===== src/rtl/comb_test_driver.sv =====
// Stimulus/response driver for the combinational priority-assignment block:
// LFSR vectors out on src1..src3, responses on out1..out5 checked one cycle later.
module comb_test_driver #(
    parameter int          size        = 1,
    parameter int          NUM_VECTORS = 16,
    parameter logic [15:0] SEED        = 16'hACE1
) (
    input  logic            clk,
    input  logic            reset,
    input  logic            start,
    output logic [size-1:0] src1,
    output logic [size-1:0] src2,
    output logic [size-1:0] src3,
    input  logic [size-1:0] out1,
    input  logic [size-1:0] out2,
    input  logic [size-1:0] out3,
    input  logic [size-1:0] out4,
    input  logic [size-1:0] out5,
    output logic            busy,
    output logic            done,
    output logic            pass,
    output logic [7:0]      err_count,
    output logic [7:0]      first_fail,
    output logic [4:0]      fail_mask
);

    typedef enum logic [1:0] {IDLE, DRIVE, SAMPLE, DONE} state_t;

    state_t          state;
    state_t          next_state;
    logic [15:0]     lfsr;
    logic [15:0]     lfsr_adv;
    logic [7:0]      index;
    logic            last_vector;
    logic            start_run;
    logic [size-1:0] e1, e2, e3, e4, e5;
    logic [4:0]      mismatch;
    logic [size-1:0] load1, load2, load3;

    assign lfsr_adv    = {lfsr[14:0], lfsr[15] ^ lfsr[13] ^ lfsr[12] ^ lfsr[10]};
    assign last_vector = (index == 8'(NUM_VECTORS - 1));
    assign start_run   = start && (state == IDLE || state == DONE);

    // A new run loads the seed itself; later vectors come from the advanced LFSR
    assign load1 = (state == SAMPLE) ? lfsr_adv[size-1:0] : SEED[size-1:0];
    assign load2 = (state == SAMPLE) ? lfsr_adv[8+size-1:8] : SEED[8+size-1:8];
    assign load3 = (state == SAMPLE) ? (lfsr_adv[size-1:0] ^ lfsr_adv[8+size-1:8])
                                     : (SEED[size-1:0] ^ SEED[8+size-1:8]);

    // Reference behaviour: the unconditional write to out3 overrides its earlier
    // conditional write, and out5 takes the first true branch of an if/else chain
    assign e1 = src2[0] ? src2 : src1;
    assign e2 = src2;
    assign e3 = src1;
    assign e4 = src2[0] ? src2 : src1;
    assign e5 = src2[0] ? src2 : (src3[0] ? src3 : src1);

    // Case inequality so X/Z on a response is caught as a failure
    assign mismatch = {out5 !== e5, out4 !== e4, out3 !== e3, out2 !== e2, out1 !== e1};

    assign busy = (state == DRIVE) || (state == SAMPLE);
    assign done = (state == DONE);
    assign pass = done && (err_count == 8'd0);

    always_ff @(posedge clk or posedge reset) begin
        if (reset) state <= IDLE;
        else       state <= next_state;
    end

    always_comb begin
        next_state = state;
        case (state)
            IDLE:    if (start) next_state = DRIVE;
            DRIVE:   next_state = SAMPLE;
            SAMPLE:  next_state = last_vector ? DONE : DRIVE;
            DONE:    if (start) next_state = DRIVE;
            default: next_state = IDLE;
        endcase
    end

    // Run bookkeeping: results are only updated on SAMPLE edges and held in DONE
    always_ff @(posedge clk or posedge reset) begin
        if (reset) begin
            lfsr       <= SEED;
            index      <= 8'd0;
            src1       <= '0;
            src2       <= '0;
            src3       <= '0;
            err_count  <= 8'd0;
            first_fail <= 8'hFF;
            fail_mask  <= 5'd0;
        end else if (start_run) begin
            lfsr       <= SEED;
            index      <= 8'd0;
            src1       <= load1;
            src2       <= load2;
            src3       <= load3;
            err_count  <= 8'd0;
            first_fail <= 8'hFF;
            fail_mask  <= 5'd0;
        end else if (state == SAMPLE) begin
            if (|mismatch) begin
                if (err_count != 8'hFF) err_count <= err_count + 8'd1;
                if (first_fail == 8'hFF) first_fail <= index;
                fail_mask <= fail_mask | mismatch;
            end
            if (!last_vector) begin
                index <= index + 8'd1;
                lfsr  <= lfsr_adv;
                src1  <= load1;
                src2  <= load2;
                src3  <= load3;
            end
        end
    end

endmodule


===== config.mk =====
export PLATFORM = sky130hd
export DESIGN_NAME = comb_test_driver
export DESIGN_NICKNAME = d
export VERILOG_FILES = /design/src/rtl/comb_test_driver.sv
export SDC_FILE = /design/constraint.sdc
export NUM_CORES = 1
export LEC_CHECK = 0
export CORE_ASPECT_RATIO = 1.4
export CORE_UTILIZATION = 35
export CTS_BUF_LIST = sky130_fd_sc_hd__clkbuf_4
export DETAILED_ROUTE_END_ITERATION = 7
export PLACE_DENSITY = 0.54
export SETUP_SLACK_MARGIN = 0.5
export SYNTH_ARGS = -nofsm -noshare
export SYNTH_HDL_FRONTEND = slang
export SYNTH_SLANG_ARGS = --single-unit
export TNS_END_PERCENT = 5

===== constraint.sdc =====
create_clock -name clk -period 2.8 [get_ports clk]
set_clock_uncertainty 0.2 [all_clocks]
set_input_delay 0.28 -clock clk [delete_from_list [all_inputs] [get_ports clk]]
set_output_delay 0.28 -clock clk [all_outputs]
set_load 0.1 [all_outputs]

Word level (Yosys, flattened, before mapping). Cells that the tools add are included.

Flip-flop bits (word level): 50. Output and inout bits: 27. Word-level logic and storage cells: 80.

Mux-type cells: 35. $add $sub $neg: 2. Reduce and logical (&&, ||, !) cells: 16. Bitwise gates (word level): 5. Eq/ne operators: 13.

Operators by type and width (number): $mux W8 (11); $mux W16 (3); $add A8 B1 Y8 const B (2); $mux W1 (15); $mux W5 (3); $eq A8 B4 Y1 const B (1); $eq A8 B8 Y1 const B (1); $logic_not A8 Y1 (1); $ne A8 B8 Y1 const B (1); $reduce_bool A2 Y1 (4); $pmux W2 S3 (1); $reduce_and A3 Y1 (2); $nex A1 B1 Y1 (5); $or A5 B5 Y5 (1); $reduce_or A5 Y1 (1); $eq A2 B2 Y1 const B (2); $mux W2 (2); $ne A2 B1 Y1 const B (2); $reduce_and A2 Y1 (2); $xor A1 B1 Y1 (4); $eq A2 B1 Y1 const B (1); $logic_and A1 B1 Y1 (2); $logic_not A2 Y1 (1); $logic_or A1 B1 Y1 (2); $reduce_or A2 Y1 (1).

Logic depth before layout (Yosys ltp). Gate-level depths: netlist (run 1).

Depth in word-level cells: 8. Mapped depth: 7. Mapped depth without buffers: 6.

Worst setup path before layout (run 1). OpenSTA, ideal clock, no wires.

Path kind: register to output. Start: reg state[1]. End: out pass. Buffers on the path: 0. Slack: -1.868 ns. Data required time: 2.320 ns. Arrival: 4.188 ns. Stages on the path, launching flop included: 4. Cells stage by stage: dfrtp_1 ha_1 nand2_1 nor4_1.

Longest elaborated chain between the ends: 2.

Ends and longest elaborated chain: start: declaration (RTL line 29) `state_t state;`; start signal: assignment (RTL line 67) `else state <= next_state;`; $eq A2 B2 Y1 (RTL line 62) `assign done = (state == DONE);`; named net done (RTL line 20) `output logic done,`; $logic_and A1 B1 Y1 (RTL line 63) `assign pass = done && (err_count == 8'd0);`; end: declaration (RTL line 21) `output logic pass,`.

The timed path passes the listed nets, and every way through them passes these cells.

Worst setup path after layout (run 1).
Start: reg src2. End: reg first_fail[1].

Longest elaborated chain between the ends: 5.

Ends and longest elaborated chain: start: declaration (RTL line 12) `output logic [size-1:0] src2,`; start signal: assignment (RTL line 96) `src2 <= load2;`; start signal: assignment (RTL line 111) `src2 <= load2;`; $mux W1 (on tied branches) (RTL line 52, 55, 56); $nex A1 B1 Y1 (RTL line 59) `assign mismatch = {out5 !== e5, out4 !== e4, out3 !== e3, out2 !== e2, out1 !== e1};`; $reduce_or A5 Y1 (*) (RTL line 102) `if (|mismatch) begin`; $reduce_bool A2 Y1 (no line) (*); $reduce_and A3 Y1 (no line) (*); end signal: assignment (RTL line 104) `if (first_fail == 8'hFF) first_fail <= index;`; end: declaration (RTL line 23) `output logic [7:0] first_fail,`.

Every way passes the cells marked *; elsewhere a longest branch is shown, timed or not. A chain may end at the register's enable or synchronous reset.

==> key figures, run 1 <==
Run status
  • Outcome: finished, final reports clean

Setup path
  • Worst Path Arrival: roughly 2.4 ns
  • Critical path class: reg2reg
  • Max incr delay on CP: approximately 0.56 ns
  • Worst path slowest cell: or4_4
  • Family with the most delay on the worst path: simple AND/OR/NAND/NOR gates
  • CP required: a little under 3 ns
  • WP buf/inv: 1
  • Crit end category: register
  • CP Launch Type: register
  • Cells along the critical path: or4_4 -> a2111oi_4 -> buf_4 -> o2bb2ai_4 -> mux2i_1
  • Critical path peak fanout: 8

Worst hold path
  • Hold Crit Class: in2async

Global routing
  • GRT Util Overall: 16.17%
  • Remaining Overflow, GRT: 0
  • First-pass GRT wire length: 9315 µm
  • Initial antenna violation count: 0
  • Largest net degree at the start of global routing: 37
  • Number of global-route vias before repair: about 1900

Timing
  • Final hold vios: 0
  • Post-route setup TNS: 0 ns
  • Max-slew violations: 0
  • Fmax: around 450 MHz
  • Rel. slew slack: between 60% and 70%
  • Min cycle time layout: 2.245 ns
  • Worst-margin pin slew: about 0.53 ns
  • Hold WS: between 0.04 and 0.05 ns
  • Setup-failing EPs final: 0
  • Fin crit share: between 80% and 90%
  • Unrepaired setup endpoints after global routing: yes

Finish
  • Layout area overhead: 22.55%
  • Fill cells: 700
  • Post-Layout Inst Area: about 3100 µm²
  • Nets: approximately 320
  • Share of post-route cells with drive strength above 1: 30.23%
  • Multi-input logic area: between 1000 and 1500 µm²
  • Register area: approximately 1300 µm²
  • Antenna Cells: 0
  • Post-Layout Cell Count: slightly above 400

Job
  • Max Cap Viol: 0

Clock tree
  • Clock transition at path regs: between 0.15 and 0.2 ns
  • CTS tree: yes
  • Worst-skew pair later-pin latency: roughly 0.37 ns
  • Clk root buf: clkbuf_4
  • Max clock buf depth: 2
  • Clock buffer count from CTS: 5
  • Num Clock Sinks: 50
  • Htree depth: 2

Logic synthesis
  • FFs w/ async S/R, synth: 100.0%
  • Post-synth top cells: nand2_1 (40), dfrtp_1 (34), a21oi_1 (21)
  • Mapped Cells: between 200 and 300
  • Sequential fraction of the synthesis area: ~50%
  • Most frequent cell after synthesis: nand2_1
  • Synth unique cells: 47
  • Yosys warns: 0
  • Top cell type's share of synthesized area: between 30 and 40%
  • Cells taking the most area after synthesis: dfrtp_1 (33%), dfstp_2 (16%), nand2_1 (5.9%)
  • Area leader, netlist: dfrtp_1
  • Post-Syn Area: 2552 µm²
  • Post-synthesis register bit count: 50
  • Main synth FF type: dfrtp_1
  • Mean Syn Cell Area: a little under 10 µm²
  • Number of synthesized flops with an enable pin: 0
  • Post-Syn Nets: between 200 and 300

Route
  • Routed Antenna Nets: 0
  • Final wirelength: ~5600 µm
  • Routed WL per cell: between 10 and 15 µm
  • Remaining DRCs: 0
  • Drt first-iter violations: 93
  • Via count: around 2000
  • Vias per cell: approximately 5.0
  • DR pass1 iterations: 4

Floorplanning
  • Die Footprint: roughly 7600 µm²
  • Die height: around 100 µm
  • Core area: between 7000 and 8000 µm²
  • Rows: 36
  • Ports: 35
  • Die X: ~74 µm
  • Starting density of the core: between 30% and 40%

Placed design
  • Placed cell count: between 300 and 400
  • Gpl congestion: 0.7972
  • Detailed Place HPWL: between 3000 and 4000 µm
  • IO Port Bufs: 34
  • Placed cell areas: 3019 µm²
-- layer usage --
layer  GRT usage, %  vias up  routed length [µm]
met3          3.128       11                 170
met1          20.32      991                2525
met2          26.92       29                2782
li1               -     1005                   -
met5              0        -                   0
met4          6.657        0                 114
-- final cells by class --
| cell class | count | share of cell area (%) |
|---|---|---|
| Sequential cell | 50 | 41.16 |
| Multi-Input combinational cell | 184 | 38.08 |
| Timing Repair Buffer | 50 | 12.68 |
| Tap cell | 95 | 3.800 |
| Inverter | 19 | 2.440 |
| Clock buffer | 5 | 1.200 |
| Clock inverter | 3 | 0.6400 |
-- per-stage QoR --
step / util (%) / worst slack (ns)
6_report: 44.52 / 0.5553
3_5_place_dp: 42.97 / 0.2050
3_3_place_gp: 42.97 / 0.2400
2_1_floorplan: - / 0.3066
5_1_grt: 44.52 / 0.4740
4_1_cts: 44.00 / 0.5086
-- cell families after synthesis --
logic type	count (synthesis)	synth area share, %
multiplexers	9	3.530
AND/OR/NAND/NOR	103	19.12
XOR/XNOR	14	4.804
flip-flops	50	49.80
AO/OA/AOI/OAI	52	14.51
adder cells (fa/ha/maj)	6	2.941
buffers and inverters	31	5.294
-- cells in the final DEF, fill, tap and decap left out, drive strengths merged, types with 2 or more instances in the layout --
master         count
and2               3
nor3               4
o211ai             2
nor4               2
or3                3
mux2i              9
a31oi              2
dfstp             16
a221oi             2
nor2              19
nand3             15
clkbuf             5
ha                 6
xnor2              8
o21ai              5
dfrtp             34
o31a               2
a21oi             21
nand4              5
clkdlybuf4s50      7
inv               20
and3               3
nand2b             3
o22ai              5
xor2               6
a211oi             4
or4                3
nand2             41
buf               43
-- worst paths after layout --
path / startpoint / to / slack [ns] / depth (start not counted)
max: src2 / first_fail[1] / 0.56 / 5
min: reset / index[4] / 0.04 / 2
max reg2reg: src2 / first_fail[1] / 0.56 / 5
min reg2reg: first_fail[2] / first_fail[2] / 0.29 / 2
max in group asynchronous: reset / lfsr[10] / 1.69 / 3
min in group clk: first_fail[2] / first_fail[2] / 0.29 / 2
-- registers in the layout, summed over array words and instances, names as in the netlist --
register    flops
err_count       8
fail_mask       5
first_fail      8
index           8
lfsr           16
src1            1
src2            1
src3            1
state           2
-- repair_timing --
action | in CTS | in global routing
hold buffers | 0 | 0
resized for setup | 0 | 2
buffers inserted | 2 | 4
endpoints found under the setup margin | 11 | 33
pin swaps | 1 | 0
Power of run 1 is left out: the tool's default activity adds up to more than one toggle a clock period on the data nets, which glitch-free logic cannot reach.
==> run 2, diff against run 1 <==
Clock period 2.8 ns to 2.3 ns, I/O delays scaled along.
==> run 2 against run 1 <==
Effect of this change: die area stayed put; cell area is 9.2% higher; register-to-register slack worse by 0.48 ns; sequential share of layout area fell by 3.2 points; setup slack got worse by 0.48 ns; wire length grew 5.7%; maximum frequency increased by 0.83%; core utilization increased by 4.1 points; critical path depth did not move; highest routed layer unchanged.
==> key figures, run 2 (synthesis gave the netlist of run 1 again) <==
Run status
  • Outcome: finished, final reports clean

Floorplanning
  • Starting density of the core: 36.32% (unchanged)
  • Die X: 74.18 µm (unchanged)
  • Ports: 35 (unchanged)
  • Core area: 7027 µm² (unchanged)
  • Die Footprint: 7643 µm² (unchanged)
  • Die height: 103.0 µm (unchanged)
  • Rows: 36 (unchanged)

Clock tree
  • Num Clock Sinks: 50 (unchanged)
  • Htree depth: 2 (unchanged)
  • Clk root buf: clkbuf_4
  • Clock transition at path regs: 0.15 ns (about the same)
  • Worst-skew pair later-pin latency: 0.37 ns (about the same)
  • Clock buffer count from CTS: 5 (unchanged)
  • Max clock buf depth: 2 (unchanged)
  • CTS tree: yes

Timing
  • Rel. slew slack: 62.95% (-1.4 points)
  • Unrepaired setup endpoints after global routing: yes
  • Min cycle time layout: 2.226 ns (-0.01856 ns)
  • Post-route setup TNS: 0 ns (unchanged)
  • Max-slew violations: 0 (unchanged)
  • Fmax: 449.2 MHz (+0.83%)
  • Final hold vios: 0 (unchanged)
  • Worst-margin pin slew: 0.5507 ns (+0.01659 ns)
  • Setup-failing EPs final: 0 (unchanged)
  • Fin crit share: 96.79% (+17 points)

Route
  • Vias per cell: 5.097 (+1.6%)
  • DR pass1 iterations: 4 (unchanged)
  • Via count: 2105 (+3.4%)
  • Final wirelength: 5913 µm (+5.7%)
  • Drt first-iter violations: 63 (-32%)
  • Routed Antenna Nets: 0 (unchanged)
  • Routed WL per cell: 14.32 µm (+3.9%)
  • Remaining DRCs: 0 (unchanged)

Worst hold path
  • Hold Crit Class: reg2reg
  • Hold path start: first_fail[2]

Placed design
  • Detailed Place HPWL: 4109 µm (+4.1%)
  • IO Port Bufs: 34 (unchanged)
  • Placed cell areas: 3137 µm² (+3.9%)
  • Placed cell count: 402 (+2.6%)
  • Gpl congestion: 0.7544 (-5.4%)

Finish
  • Post-Layout Inst Area: 3415 µm² (+9.2%)
  • Biggest register: lfsr
  • Layout area overhead: 33.77%
  • Max reg flops: 16 (unchanged)
  • Commonest non-fill, non-tap cells in the layout: buf_4 (41), nand2_1 (25), dfrtp_1 (23), a21oi_1 (21), nor2_1 (19)
  • Commonest non-fill, non-tap cell in the layout: buf_4
  • Share of post-route cells with drive strength above 1: 43.08% (+13 points)
  • Post-Layout Cell Count: 413 (+1.7%)
  • Final core utilization: 48.59% (+4.1 points)
  • Nets: 331 (+2.2%)
  • Antenna Cells: 0 (unchanged)

Setup path
  • Critical R2R Capture: first_fail[2]
  • Critical path class: reg2reg
  • Worst setup endpoint: first_fail[2]
  • Crit end category: register
  • R2R Setup Slk: 0.07 ns (-0.48 ns)
  • R2R Path Start: src1
  • R2R depth: 5 (unchanged)
  • CP Launch Type: register
  • Worst Path Arrival: 2.33 ns (-0.03 ns)
  • Critical path origin: src1
  • Critical path peak fanout: 8 (unchanged)
  • CP required: 2.41 ns (-0.51 ns)

Global routing
  • GRT Util Overall: 16.86% (+0.70 points)
  • Initial antenna violation count: 0 (unchanged)
  • Remaining Overflow, GRT: 0 (unchanged)
  • Largest net degree at the start of global routing: 51 (+38%)
  • Number of global-route vias before repair: 2126 (+12%)
  • First-pass GRT wire length: 9915 µm (+6.4%)

Job
  • Max Cap Viol: 0 (unchanged)
-- run 2: cell count changes in the layout (fill, tap and decap cells not counted), moves of 3 or more --
cell | before | now
inv_2 | 1 | 5
o21ai_0 | 4 | 0
buf_12 | 0 | 4
o21ai_2 | 0 | 3
nand3_2 | 0 | 7
nand2_1 | 39 | 25
nand2_2 | 2 | 14
nand3_1 | 15 | 8
inv_1 | 16 | 11
-- run 2: metal layers --
layer  vias to the layer above  GRT usage, %  routed length, µm  part of all wire [%]
li1                       1020             -                  -                     -
met1                      1054         20.49               2547                    43
met2                        23         29.72               3132                    53
met3                         8         2.639                120                   2.0
met4                         0         6.065                112                   1.9
met5                         -             0                  0                     0
-- run 2: worst max-delay path, stage by stage (launching register included) --
cell and delay, ns:
dfrtp_4 0.50, or4_4 0.54, a2111oi_4 0.30, buf_4 0.20
o2bb2ai_4 0.20, mux2i_1 0.23
-- run 2: stage by stage --
stage	setup slack [ns]	hold slack, ns
final	0.07389	0.2909
after global routing	-0.03336	0.3073
after CTS	0.04994	0.2961
after detailed placement	-0.1163	0.2755
after global placement	-0.1157	0.2706
after floorplan	-0.1434	0.1908
-- run 2: how the worst min path moves through the flow --
stage,endpoint,depth (start not counted)
after global routing,first_fail[2],2
after detailed placement,first_fail[1],2
after CTS,first_fail[1],2
after global placement,first_fail[1],2
after floorplan,state[1],2
final,first_fail[2],2
-- run 2: repair_timing --
item	4_1_cts	5_1_grt
hold buffers	1	0
pin swaps	0	40
resized for setup	0	55
setup endpoints to repair	51	52
endpoints found under the hold margin	11	0
setup buffers	0	2
-- run 2: area by class of cell --
class	instances	area [µm²]
flip-flops and latches	50	1295
clock buffers	5	37.54
well taps	95	118.9
clock inverters	3	40.04
repair buffers	57	516.7
inverters	19	78.83
fillers	696	3612
multi-input cells	184	1328
Power of run 2 is left out for the same reason.
==> run 3, diff against run 2 <==
Settings changed: PLACE_DENSITY 0.54 to 0.53.
==> run 3 against run 2 <==
Effect of this change: cell area increased by 1.2%; critical endpoint is now first_fail[0]; critical path depth is 1 higher; final cell count grew 0.97%; die area unchanged; global-route usage grew 0.26 points; first-iteration DRC count grew 25%; setup slack lost 0.055 ns; maximum frequency decreased by 2.4%; clock-buffer cell count unchanged; wire length rose by 2.2%; highest routed layer unchanged.
==> key figures, run 3 (synthesis gave the netlist of run 1 again) <==
Setup path
  • Worst path slowest cell: or4_4
  • Critical R2R Capture: first_fail[0]
  • Worst Path Arrival: 2.42 ns (+0.09 ns)
  • Critical path peak fanout: 8 (unchanged)
  • R2R Path Start: src1
  • Cells along the critical path: or4_4 -> a2111oi_4 -> buf_4 -> o2bb2ai_4 -> buf_4 -> o31a_1
  • Most frequent CP cell: buf_4
  • CP Launch Type: register
  • Crit end category: register
  • R2R Setup Slk: 0.02 ns (-0.05 ns)
  • R2R depth: 6 (+1)
  • Critical path class: reg2reg
  • CP required: 2.44 ns (+0.03 ns)
  • Max incr delay on CP: 0.54 ns (about the same)

Clock tree
  • Clock transition at path regs: 0.17 ns (+0.02 ns)
  • Clock buffer count from CTS: 5 (unchanged)
  • Htree depth: 2 (unchanged)
  • Max clock buf depth: 2 (unchanged)
  • Worst-skew pair later-pin latency: 0.38 ns (about the same)
  • Num Clock Sinks: 50 (unchanged)
  • CTS tree: yes
  • Clk root buf: clkbuf_4

Placed design
  • IO Port Bufs: 34 (unchanged)
  • Placed cell count: 406 (+1.0%)
  • Gpl congestion: 0.7417 (-1.7%)
  • Detailed Place HPWL: 4152 µm (+1.1%)

Timing
  • Fin crit share: 99.17% (+2.4 points)
  • Final hold vios: 0 (unchanged)
  • Max-slew violations: 0 (unchanged)
  • Setup-failing EPs final: 0 (unchanged)
  • Min cycle time layout: 2.281 ns (+0.05490 ns)
  • Unrepaired setup endpoints after global routing: yes
  • Rel. slew slack: 74.53% (+12 points)
  • Fmax: 438.4 MHz (-2.4%)
  • Worst-margin pin slew: 0.3804 ns (-0.1703 ns)

Finish
  • Share of post-route cells with drive strength above 1: 43.17% (+0.086 points)
  • Antenna Cells: 0 (unchanged)
  • Multi-input logic area: 1339 µm² (+0.85%)
  • Register area: 1292 µm² (-0.19%)
  • Biggest register: lfsr
  • Commonest non-fill, non-tap cell in the layout: buf_4
  • Layout area overhead: 35.34%
  • Fill cells: 706 (+1.4%)
  • Commonest non-fill, non-tap cells in the layout: buf_4 (45), dfrtp_1 (25), nand2_1 (24), a21oi_1 (20), nor2_1 (19)
  • Nets: 335 (+1.2%)
  • Post-Layout Cell Count: 417 (+0.97%)
  • Max reg flops: 16 (unchanged)

Route
  • Routed Antenna Nets: 0 (unchanged)
  • Routed WL per cell: 14.50 µm (+1.3%)
  • DR pass1 iterations: 4 (unchanged)
  • Vias per cell: 5.005 (-1.8%)
  • Via count: 2087 (-0.86%)
  • Final wirelength: 6046 µm (+2.2%)
  • Remaining DRCs: 0 (unchanged)
  • Drt first-iter violations: 79 (+25%)

Floorplanning
  • Core area: 7027 µm² (unchanged)
  • Die X: 74.18 µm (unchanged)
  • Die Footprint: 7643 µm² (unchanged)
  • Die height: 103.0 µm (unchanged)
  • Starting density of the core: 36.32% (unchanged)
  • Ports: 35 (unchanged)
  • Rows: 36 (unchanged)

Job
  • Max Cap Viol: 0 (unchanged)

Worst hold path
  • Hold Crit Class: reg2reg
  • Hold Path Sink: first_fail[2]
  • Hold path start: first_fail[2]
  • Worst Hold Depth: 2 (unchanged)

Global routing
  • Largest net degree at the start of global routing: 51 (unchanged)
  • Initial antenna violation count: 0 (unchanged)
  • Remaining Overflow, GRT: 0 (unchanged)
  • First-pass GRT wire length: 9922 µm (about the same)
  • GRT Util Overall: 17.12% (+0.26 points)
  • Number of global-route vias before repair: 2072 (-2.5%)

Run status
  • Outcome: finished, final reports clean
-- run 3: metrics by stage --
stage / util (%) / setup TNS, ns / worst slack (ns) / hold WS (ns) / cell area, µm²
detailed placement: 45.07 / -1.205 / -0.1513 / 0.2727 / 3167
CTS: 46.39 / 0 / 0.03669 / 0.3008 / 3259
global placement: 45.07 / -1.238 / -0.1455 / 0.2687 / 3167
finish: 49.16 / 0 / 0.01899 / 0.2940 / 3455
global route: 49.16 / -0.1147 / -0.04307 / 0.3096 / 3455
floorplan: - / -1.475 / -0.1434 / 0.1908 / 2621
-- run 3: how the worst max path moves through the flow --
stage / from / end / cells past startpoint
after global placement: out1 / first_fail[2] / 6
after CTS: src1 / first_fail[2] / 5
after detailed placement: out1 / first_fail[2] / 6
final: src1 / first_fail[0] / 6
after global routing: src1 / first_fail[6] / 5
after floorplan: err_count[1] / pass / 4
-- run 3: timing repair --
| action | CTS | global route |
|---|---|---|
| endpoints found under the setup margin | 46 | 52 |
| endpoints found under the hold margin | 9 | 0 |
| gates resized for setup | 0 | 54 |
| pin swaps | 0 | 35 |
| setup buffers | 0 | 2 |
| hold buffers | 1 | 0 |
| gates cloned | 0 | 0 |
-- run 3: worst max-delay path, delay by kind of cell, from the launching register on --
kind | cells | cell delay [ns]
DFF | 1 | 0.51
AOI/OAI and AO/OA | 3 | 0.62
buffers and inverters | 2 | 0.38
and+or+nand+nor | 1 | 0.54
-- run 3: area by class of cell --
class | count | share of cell area [%]
well taps | 95 | 3.441
multi-input cells | 184 | 38.75
repair buffers | 61 | 15.72
clock inverters | 3 | 1.304
inverters | 19 | 2.282
flip-flops and latches | 50 | 37.41
clock buffers | 5 | 1.087
-- run 3: per-layer routing --
metal | global-route usage (%) | up-vias | wire length (µm)
li1 | - | 1028 | -
met1 | 21.97 | 1020 | 2755
met2 | 29.09 | 32 | 3043
met3 | 3.128 | 7 | 157
met4 | 5.030 | 0 | 90
met5 | 0 | - | 0
Power of run 3 is left out for the same reason.
